<file path="src/rtl/pc_fetch_ctrl.sv">
// Instruction fetch / program-counter controller: fetches from imem, holds the instruction
// for the datapath, resolves branches and jumps, and stops on EBREAK or a misaligned target.
module pc_fetch_ctrl #(
    parameter logic [31:0] RESET_PC = 32'h0000_0000
) (
    input  logic        clk,
    input  logic        rst,
    output logic        imem_req,
    output logic [31:0] imem_addr,
    input  logic        imem_ready,
    input  logic [31:0] imem_rdata,
    output logic [31:0] instr,
    output logic        instr_valid,
    input  logic        exec_done,
    input  logic        branch,
    input  logic        jump,
    input  logic        zero,
    input  logic        lt,
    input  logic        ltu,
    input  logic [31:0] target,
    output logic [31:0] pc,
    output logic        pc_src,
    output logic        trap,
    output logic        halted,
    output logic [31:0] retire_cnt
);

    localparam logic [31:0] Ebreak = 32'h0010_0073;

    typedef enum logic [2:0] {StIdle, StFetch, StExec, StHalt, StTrap} state_e;

    state_e      state_q, state_d;
    logic [31:0] pc_q, pc_d;
    logic [31:0] instr_q, instr_d;
    logic [31:0] retire_q, retire_d;

    logic        cond;
    logic [31:0] next_pc;
    logic        is_ebreak;
    logic        misaligned;

    // Branch condition decoded from funct3 of the held instruction.
    always_comb begin
        cond = 1'b0;
        case (instr_q[14:12])
            3'b000:  cond = zero;
            3'b001:  cond = ~zero;
            3'b100:  cond = lt;
            3'b101:  cond = ~lt;
            3'b110:  cond = ltu;
            3'b111:  cond = ~ltu;
            default: cond = 1'b0;
        endcase
    end

    assign pc_src     = jump | (branch & cond);
    assign next_pc    = pc_src ? target : pc_q + 32'd4;
    assign is_ebreak  = (instr_q == Ebreak);
    assign misaligned = pc_src && (target[1:0] != 2'b00);

    always_ff @(posedge clk) begin
        if (rst) begin
            state_q  <= StIdle;
            pc_q     <= RESET_PC;
            instr_q  <= 32'h0000_0000;
            retire_q <= 32'h0000_0000;
        end else begin
            state_q  <= state_d;
            pc_q     <= pc_d;
            instr_q  <= instr_d;
            retire_q <= retire_d;
        end
    end

    always_comb begin
        state_d  = state_q;
        pc_d     = pc_q;
        instr_d  = instr_q;
        retire_d = retire_q;
        case (state_q)
            StIdle: state_d = StFetch;
            StFetch: begin
                if (imem_ready) begin
                    instr_d = imem_rdata;
                    state_d = StExec;
                end
            end
            StExec: begin
                // EBREAK wins over the misaligned-target fault.
                if (exec_done) begin
                    if (is_ebreak) begin
                        retire_d = retire_q + 32'd1;
                        state_d  = StHalt;
                    end else if (misaligned) begin
                        state_d = StTrap;
                    end else begin
                        pc_d     = next_pc;
                        retire_d = retire_q + 32'd1;
                        state_d  = StFetch;
                    end
                end
            end
            StHalt:  state_d = StHalt;
            StTrap:  state_d = StTrap;
            default: state_d = StIdle;
        endcase
    end

    always_comb begin
        imem_req    = (state_q == StFetch);
        imem_addr   = pc_q;
        instr_valid = (state_q == StExec);
        halted      = (state_q == StHalt);
        trap        = (state_q == StTrap);
        pc          = pc_q;
        instr       = instr_q;
        retire_cnt  = retire_q;
    end

endmodule

</file>
<file path="config.mk">
export PLATFORM = sky130hd
export DESIGN_NAME = pc_fetch_ctrl
export DESIGN_NICKNAME = d
export VERILOG_FILES = /design/src/rtl/pc_fetch_ctrl.sv
export SDC_FILE = /design/constraint.sdc
export NUM_CORES = 1
export LEC_CHECK = 0
export BUFFER_PORTS_ARGS = -buffer_cell sky130_fd_sc_hd__buf_2
export CAP_MARGIN = 5
export CORE_ASPECT_RATIO = 1.5
export CORE_MARGIN = 2
export CORE_UTILIZATION = 43
export DETAILED_ROUTE_END_ITERATION = 10
export GPL_TIMING_DRIVEN = 0
export PLACE_DENSITY = 0.72
export SLEW_MARGIN = 40
export SYNTH_ARGS = -nofsm -noshare
export SYNTH_HDL_FRONTEND = slang
export SYNTH_SLANG_ARGS = --single-unit
</file>
<file path="constraint.sdc">
create_clock -name clk -period 4.7 [get_ports clk]
set_clock_uncertainty 0.2 [all_clocks]
set_input_delay 1.41 -clock clk [delete_from_list [all_inputs] [get_ports clk]]
set_output_delay 1.41 -clock clk [all_outputs]
set_load 0.005 [all_outputs]
</file>
# Word level (Yosys, flattened, before mapping)
# Index checks and enable logic that the tools add are counted.
dict set report totals {
  latchBits 0
  regBits 99
  ramBits 0
  output_inout_bits 133
  romBits 0
  word_cells 43
  mem_count 0
}
dict set report op_classes {
  mux 9
  bitwise 7
  n_shift 0
  add_sub_neg 2
  multipliers 0
  n_div 0
  magnitude_cmp 0
  n_reduce_logical 8
  eq_ne 13
}
# cell n
set ops {}
lappend ops {{two-way mux 32 bit} 3}
lappend ops {{adder 32 x 1 -> 32 bit, second input constant} 1}
lappend ops {{adder 32 x 3 -> 32 bit, second input constant} 1}
lappend ops {{== test 32 x 21 -> 1 bit, second input constant} 1}
lappend ops {{== test 3 bit, second input constant} 5}
lappend ops {{case mux 3 bit (5 select lines)} 1}
lappend ops {{two-way mux 3 bit} 4}
lappend ops {{== test 3 x 1 -> 1 bit, second input constant} 2}
lappend ops {{== test 3 x 2 -> 1 bit, second input constant} 2}
lappend ops {{logical NOT 3 bit} 2}
lappend ops {{case mux 1 bit (6 select lines)} 1}
lappend ops {{inverter 1 bit} 5}
lappend ops {{inequality test 2 x 1 -> 1 bit, second input constant} 2}
lappend ops {{AND reduction 2 bit} 2}
lappend ops {{AND reduction 4 bit} 1}
lappend ops {{AND reduction 3 bit} 1}
lappend ops {{inequality test 2 bit, second input constant} 1}
lappend ops {{nonzero test 2 bit} 1}
lappend ops {{AND 1 bit} 1}
lappend ops {{logical AND 1 bit} 1}
lappend ops {{bitwise OR 1 bit} 1}

# Longest topological paths before layout
# Gate-level depths: netlist of the first run.
dict set report depth {
  ltp_word 9
  depth_mapped 10
  ltp_nobuf 7
}

# Least setup slack after synthesis of the first run
# Ideal clock, no wire load.
dict set report synth_timing {
  path_type {input -> output}
  from {in ltu}
  to {out pc_src}
  path_slack_ns 0.345
  path_stages 7
  arrival_time_ns 2.745
  required_time_ns 3.090
  path_cell_list {mux2i_1 -> mux2_2 -> nor2_4 -> inv_1 -> buf_2 -> buf_2 -> buf_2}
}
dict set report synth_via {
  elab_chain_cells 4
}
# element line_no
set synth_rtl {}
lappend synth_rtl {{start, declared} 19} ;# input logic ltu,
lappend synth_rtl {{inverter 1 bit} 51} ;# 3'b111: cond = ~ltu;
lappend synth_rtl {{case mux 1 bit (6 select lines) (*)} 45} ;# case (instr_q[14:12])
lappend synth_rtl {{AND 1 bit (*)} 56} ;# assign pc_src = jump | (branch & cond);
lappend synth_rtl {{bitwise OR 1 bit (*)} 56}
lappend synth_rtl {{end, declared} 22} ;# output logic pc_src,
# Mark *: on every way between the ends. The rest lies on a longest branch, timed or not.

# Final worst setup path of the first run
dict set report layout_timing {
  from {in lt}
  to {out pc_src}
}
dict set report layout_via {
  elab_chain_cells 4
}
# element line_no
set layout_rtl {}
lappend layout_rtl {{start, declared} 18} ;# input logic lt,
lappend layout_rtl {{inverter 1 bit} 49} ;# 3'b101: cond = ~lt;
lappend layout_rtl {{case mux 1 bit (6 select lines) (*)} 45}
lappend layout_rtl {{AND 1 bit (*)} 56}
lappend layout_rtl {{bitwise OR 1 bit (*)} 56}
# Marks and branches as above.

==> results of run 1 <==
## placed cells by master (no fill, tap or decap), types with 3 or more instances in the layout
| cell type | count |
|---|---|
| or3_1 | 17 |
| clkbuf_16 | 9 |
| nor4_1 | 11 |
| buf_4 | 34 |
| nand4_1 | 12 |
| mux2i_1 | 3 |
| inv_1 | 16 |
| nor3_1 | 14 |
| o21ai_0 | 38 |
| dfxtp_1 | 99 |
| nor4b_1 | 4 |
| nor3b_1 | 4 |
| a21o_1 | 4 |
| o31ai_1 | 9 |
| a211oi_1 | 4 |
| o21ba_2 | 3 |
| and3_1 | 13 |
| inv_6 | 3 |
| o32ai_1 | 4 |
| xor2_1 | 14 |
| and2_1 | 5 |
| a21oi_1 | 85 |
| o211ai_1 | 10 |
| clkbuf_1 | 29 |
| o2111ai_1 | 8 |
| buf_2 | 215 |
| a31oi_1 | 4 |
| nand3_1 | 13 |
| and2_0 | 4 |
| or4_1 | 10 |
| nand2_1 | 114 |
| nor2_1 | 34 |
| and4_1 | 5 |
## timing repair
item | CTS | global route
buffers inserted | 1 | 0
gates resized for setup | 2 | 2
pin swaps | 1 | 1
gates cloned | 0 | 0
endpoints found under the setup margin | 1 | 1
## logic make-up (layout without fill, tap and decap cells)
| kind of cell | count (synthesis) | count (layout) | share of synthesized area |
|---|---|---|---|
| DFF | 99 | 99 | 0.377 |
| buffers and inverters | 89 | 311 | 0.0910 |
| xor gates and xnor gates | 16 | 16 | 0.0267 |
| muxes | 5 | 5 | 0.00976 |
| adders and majority gates | 2 | 2 | 0.00476 |
| AOI/OAI and AO/OA | 190 | 190 | 0.218 |
| and+or+nand+nor | 277 | 277 | 0.272 |
## worst register-to-register path, cell delays in order (launching register included)
cell	delay, ns
dfxtp_1	0.46
mux2i_4	0.32
mux2_4	0.39
o21ai_1	0.34
buf_4	0.26
nand2_1	0.35
clkbuf_1	0.36
a211oi_1	0.29
nor3_1	0.06
## final timing paths
kind                                 endpoint  slack [ns]       from  cells after the start
worst max-delay path                   pc_src        0.05         lt                      9
worst min-delay path                instr[18]        0.27  instr[18]                      2
worst min register to register      instr[18]        0.27  instr[18]                      2
worst max register to register  imem_addr[11]        1.53  instr[13]                      8
## through the flow
stage,total power [mW],TNS [ns],cell area [sq um]
floorplan,1.02,0,5250
detailed placement,1.13,-0.328,6470
CTS,1.90,0,6800
global placement,1.12,-0.325,6470
global route,1.96,0,6820
finish,1.89,0,6820
## cell type report
cell class / instances / area share
clock buffer: 10 / 0.0351
tap: 153 / 0.0281
inverter: 16 / 0.00881
buffer: 73 / 0.0613
multi-input combinational: 490 / 0.414
sequential: 99 / 0.291
timing repair buffer: 206 / 0.152
clock inverter: 6 / 0.0105
## registers in the layout, indices dropped and copies added, names as in the netlist
register / flops
state_q: 3
imem_addr: 32
instr: 32
retire_cnt: 32
## metal layers
layer	global-route usage	part of all wire
met4	0.146	0.050
met2	0.451	0.50
met1	0.292	0.37
met5	0	0
met3	0.0466	0.075
## power by group
part / internal, mW / switching (mW)
clock: 0.434 / 0.342
sequential: 0.860 / 0.0226
combinational: 0.0930 / 0.138
total: 1.39 / 0.502
==> impl_metrics.py, run 1 <==
metrics = {
    "final_layout": {
        "syn2layout_area_growth_pct": 29.8,
        "drive_above_1_share": 0.311,
        "n_antenna_cell": 0,
        "fin_nets": 970,
        "n_fill_cell": 1230,
        "finalNonFillerCells": 1053,
        "area.sequential_sq_mm": 0.00198,
        "multiInputGateArea_sq_mm": 0.00282,
        "fin_util": 0.570,
    },
    "synthesis": {
        "synthCells": 678,
        "synthesis.area_sq_mm": 0.00525,
        "synth_top_area_cell": "dfxtp_1",
        "synthTopCellsByArea": "dfxtp_1, nand2_1, a21oi_1",
        "ys_ff_latch": 99,
        "ys_seq_area_frac": 0.377,
        "ys_top_cells_by_count": "nand2_1, dfxtp_1, a21oi_1, o21ai_0, nor2_1",
        "yosysUniqueCellTypes": 63,
        "synth_edf_count": 0,
        "post-synth-top-count-cell": "nand2_1",
        "syn_nets": 753,
        "synth_top_area_share": 0.377,
        "synth_warnings": 0,
        "synthFlopType": "dfxtp_1",
        "synthArstFlopShare": 0,
        "syn_area_per_cell_sq_um": 7.75,
    },
    "outcome": {
        "status": "completed",
    },
    "clocking": {
        "cts-root-buf": "clkbuf_16",
        "insertion_delay_ns": 0.34,
        "cts_made_buffers": 9,
        "cts_tree": "built",
        "htreeDepth": 3,
        "clock-sinks": 99,
        "cts_hold_buffers": 0,
        "cts_buffer_depth": 2,
        "cts.reportedPaths.clkPinSlew_ns": 0.07,
    },
    "timing": {
        "tightestPinTransition_ns": 0.716,
        "hold_ws_ns": 0.272,
        "finalSetupViolations": 0,
        "fin_crit_ns": 4.65,
        "max_freq_ghz": 0.215,
        "rsz0062_at_grt": "false",
        "slew_headroom": 0.518,
        "finalWorstSetupSlack_ns": 0.0478,
        "period_share": 0.990,
        "finalHoldViolCount": 0,
        "final_max_slew_viol_count": 0,
    },
    "route": {
        "dr.pass1.iters": 7,
        "routed_wl_mm": 17.5,
        "vias": 5857,
        "drc": 0,
        "wl_per_cell_um": 16.7,
        "drt_iter0_drc": 239,
        "viasPerCell": 5.56,
        "ant_nets": 0,
    },
    "global_route": {
        "overflow": 0,
        "grt_max_degree": 18,
        "grt_pass1_wl_mm": 27.0,
        "grt_pass1_vias": 5417,
        "grt.total_usage": 0.259,
        "antenna_found_initial": 0,
    },
    "worst_setup_path": {
        "crit_type": "primary input to output port",
        "crit_required_ns": 3.09,
        "path_buf_inv": 6,
        "cpPeakStageDelay_ns": 0.39,
        "cpMaxStageDelayCell": "mux2_4",
        "endpoint_kind": "output port",
        "crit_top_cell": "buf_2",
        "worstPathCellList": "buf_2 -> mux2i_4 -> mux2_4 -> nor2_4 -> inv_1 -> buf_2 -> buf_2 -> buf_2 -> buf_2",
        "cp-start-kind": "primary input",
        "arrival_ns": 3.04,
        "critPathTopFamily": "buffers and inverters",
        "cp_max_fo": 10,
    },
    "placed_design": {
        "place_ws_ns": -0.328,
        "port_buffers": 205,
        "place_congestion": 0.975,
        "hpwl_mm": 13.2,
        "dpl.cell_count": 1036,
    },
    "floorplanning": {
        "die_w_um": 94.3,
        "start_util": 0.439,
        "core_area_sq_mm": 0.0120,
        "num_rows": 49,
        "die_y_um": 139,
        "die-area_sq_mm": 0.0131,
        "num_io_pins": 206,
    },
    "job": {
        "cap_violations": 0,
    },
    "pwr": {
        "max-vdd-ir-drop_mv": 0.200,
        "leakagePower_nw": 2.96,
        "powerDensity_mw_per_mm2": 277,
    },
    "hold_path": {
        "hold_path_class": "register to register",
    },
}
No activity file was read; power rests on OpenSTA's default activity.
==> run 2: changes to the inputs <==
Settings changed: PLACE_DENSITY 0.72 to 0.75.
Clock period 4.7 ns to 4 ns, I/O delays scaled along.
==> run 2 against run 1 <==
  * Power increased by 14%
  * Critical endpoint unchanged
  * Worst hold slack worse by 0.0052 ns
  * Largest power group unchanged
  * Final cell count unchanged
  * Flip-flop and latch count unchanged
  * Global-route usage rose by 0.051 points
  * Sequential power is 18% higher
  * Non-clock buffer count is the same
  * Highest routed layer unchanged
  * Critical path depth fell by 1
==> impl_metrics.py, run 2 (synthesis gave the netlist of run 1 again) <==
metrics = {
    "outcome": {
        "status": "completed",
    },
    "worst_setup_path": {
        "cp-start-kind": "primary input",
        "crit_type": "primary input to output port",
        "worstPathCellList": "buf_2 -> mux2i_4 -> mux2_4 -> nor2_4 -> inv_1 -> buf_4 -> buf_4 -> buf_2",
        "cpMaxStageDelayCell": "mux2_4",
        "cpPeakStageDelay_ns": 0.34,
        "cp_max_fo": 19,
        "arrival_ns": 2.55,
        "path_buf_inv": 5,
        "endpoint_kind": "output port",
        "crit_required_ns": 2.60,
        "critPathTopFamily": "buffers and inverters",
    },
    "timing": {
        "fin_crit_ns": 3.95,
        "finalSetupViolations": 0,
        "max_freq_ghz": 0.253,
        "finalHoldViolCount": 0,
        "slew_headroom": 0.489,
        "setup-tns-final_ns": 0,
        "finalWorstSetupSlack_ns": 0.0461,
        "period_share": 0.988,
        "tightestPinTransition_ns": 0.759,
        "final_max_slew_viol_count": 0,
        "rsz0062_at_grt": "false",
    },
    "pwr": {
        "powerDensity_mw_per_mm2": 317,
        "leakagePower_nw": 2.95,
        "max-vdd-ir-drop_mv": 0.191,
    },
    "route": {
        "dr.pass1.iters": 6,
        "vias": 5870,
        "viasPerCell": 5.57,
        "ant_nets": 0,
        "drc": 0,
        "routed_wl_mm": 17.5,
        "wl_per_cell_um": 16.6,
        "drt_iter0_drc": 323,
    },
    "clocking": {
        "cts_buffer_depth": 2,
        "cts-root-buf": "clkbuf_16",
        "clock-sinks": 99,
        "cts.reportedPaths.clkPinSlew_ns": 0.08,
        "insertion_delay_ns": 0.34,
        "htreeDepth": 3,
        "cts_tree": "built",
        "cts_made_buffers": 9,
    },
    "placed_design": {
        "place_ws_ns": -0.589,
        "dpl.cell_count": 1036,
        "hpwl_mm": 13.4,
        "place_congestion": 0.956,
        "placed_area_sq_mm": 0.00647,
        "port_buffers": 205,
    },
    "global_route": {
        "grt_pass1_wl_mm": 27.4,
        "grt_pass1_vias": 5574,
        "grt.total_usage": 0.260,
        "antenna_found_initial": 0,
        "grt_max_degree": 20,
        "overflow": 0,
    },
    "final_layout": {
        "syn2layout_area_growth_pct": 29.4,
        "fin_util": 0.568,
        "layout_commonest_cell": "buf_2",
        "fin_nets": 970,
        "fin_area_sq_mm": 0.00680,
        "drive_above_1_share": 0.310,
        "finalNonFillerCells": 1053,
        "n_antenna_cell": 0,
        "n_fill_cell": 1184,
        "final_cell_mix": "buf_2, nand2_1, dfxtp_1",
    },
    "hold_path": {
        "hold_path_class": "register to register",
    },
    "floorplanning": {
        "core_area_sq_mm": 0.0120,
        "die-area_sq_mm": 0.0131,
        "die_y_um": 139,
        "start_util": 0.439,
        "num_rows": 49,
        "die_w_um": 94.3,
        "num_io_pins": 206,
    },
    "job": {
        "cap_violations": 0,
    },
}
[run 2: per-layer routing]
| metal | track usage | routed length [um] | part of all wire |
|---|---|---|---|
| met1 | 0.290 | 6640 | 0.38 |
| met5 | 0 | 0 | 0 |
| met2 | 0.449 | 8710 | 0.50 |
| met3 | 0.0525 | 1270 | 0.072 |
| met4 | 0.148 | 890 | 0.051 |
[run 2: power by group]
part	internal (mW)	switching (mW)	leakage (nW)
Clock	0.433	0.411	0.136
Sequential	1.01	0.0268	0.801
Combinational	0.110	0.162	2.01
[run 2: per-stage QoR]
step | hold WS, ns | total power [mW]
2_1_floorplan | 0.261 | 1.20
4_1_cts | 0.269 | 2.17
3_5_place_dp | 0.257 | 1.32
3_3_place_gp | 0.255 | 1.32
5_1_grt | 0.287 | 2.24
6_report | 0.267 | 2.15
[run 2: timing repair]
| action | in CTS | in global routing |
|---|---|---|
| endpoints found under the setup margin | 1 | 1 |
| hold buffers | 0 | 0 |
| pin swaps | 2 | 0 |
| resized for setup | 5 | 2 |
| hold endpoints to repair | 0 | 0 |
| buffers inserted | 2 | 0 |
[run 2: worst register-to-register path, stage by stage, from the launching register on]
cell      delay [ns]
dfxtp_1         0.46
mux2i_4         0.31
mux2_4          0.34
buf_4           0.17
o21ai_1         0.31
buf_4           0.24
nand2_1         0.32
clkbuf_1        0.37
a211oi_1        0.30
nor3_1          0.07
[run 2: worst paths after layout]
| check | depth (start not counted) | endpoint | from | slack, ns |
|---|---|---|---|---|
| max | 8 | pc_src | lt | 0.05 |
| min | 2 | instr[0] | instr[0] | 0.27 |
| min reg2reg | 2 | instr[0] | instr[0] | 0.27 |
| max reg2reg | 9 | imem_addr[11] | instr[13] | 0.77 |
[run 2: area by class of cell]
cell class | count | area (sq um) | share of cell area
inverter | 16 | 60.1 | 0.00884
multi-input combinational | 490 | 2820 | 0.415
timing repair buffer | 207 | 1040 | 0.153
sequential | 99 | 1980 | 0.292
tap | 153 | 191 | 0.0282
clock buffer | 9 | 225 | 0.0331
buffer | 72 | 418 | 0.0615
clock inverter | 7 | 60.1 | 0.00884
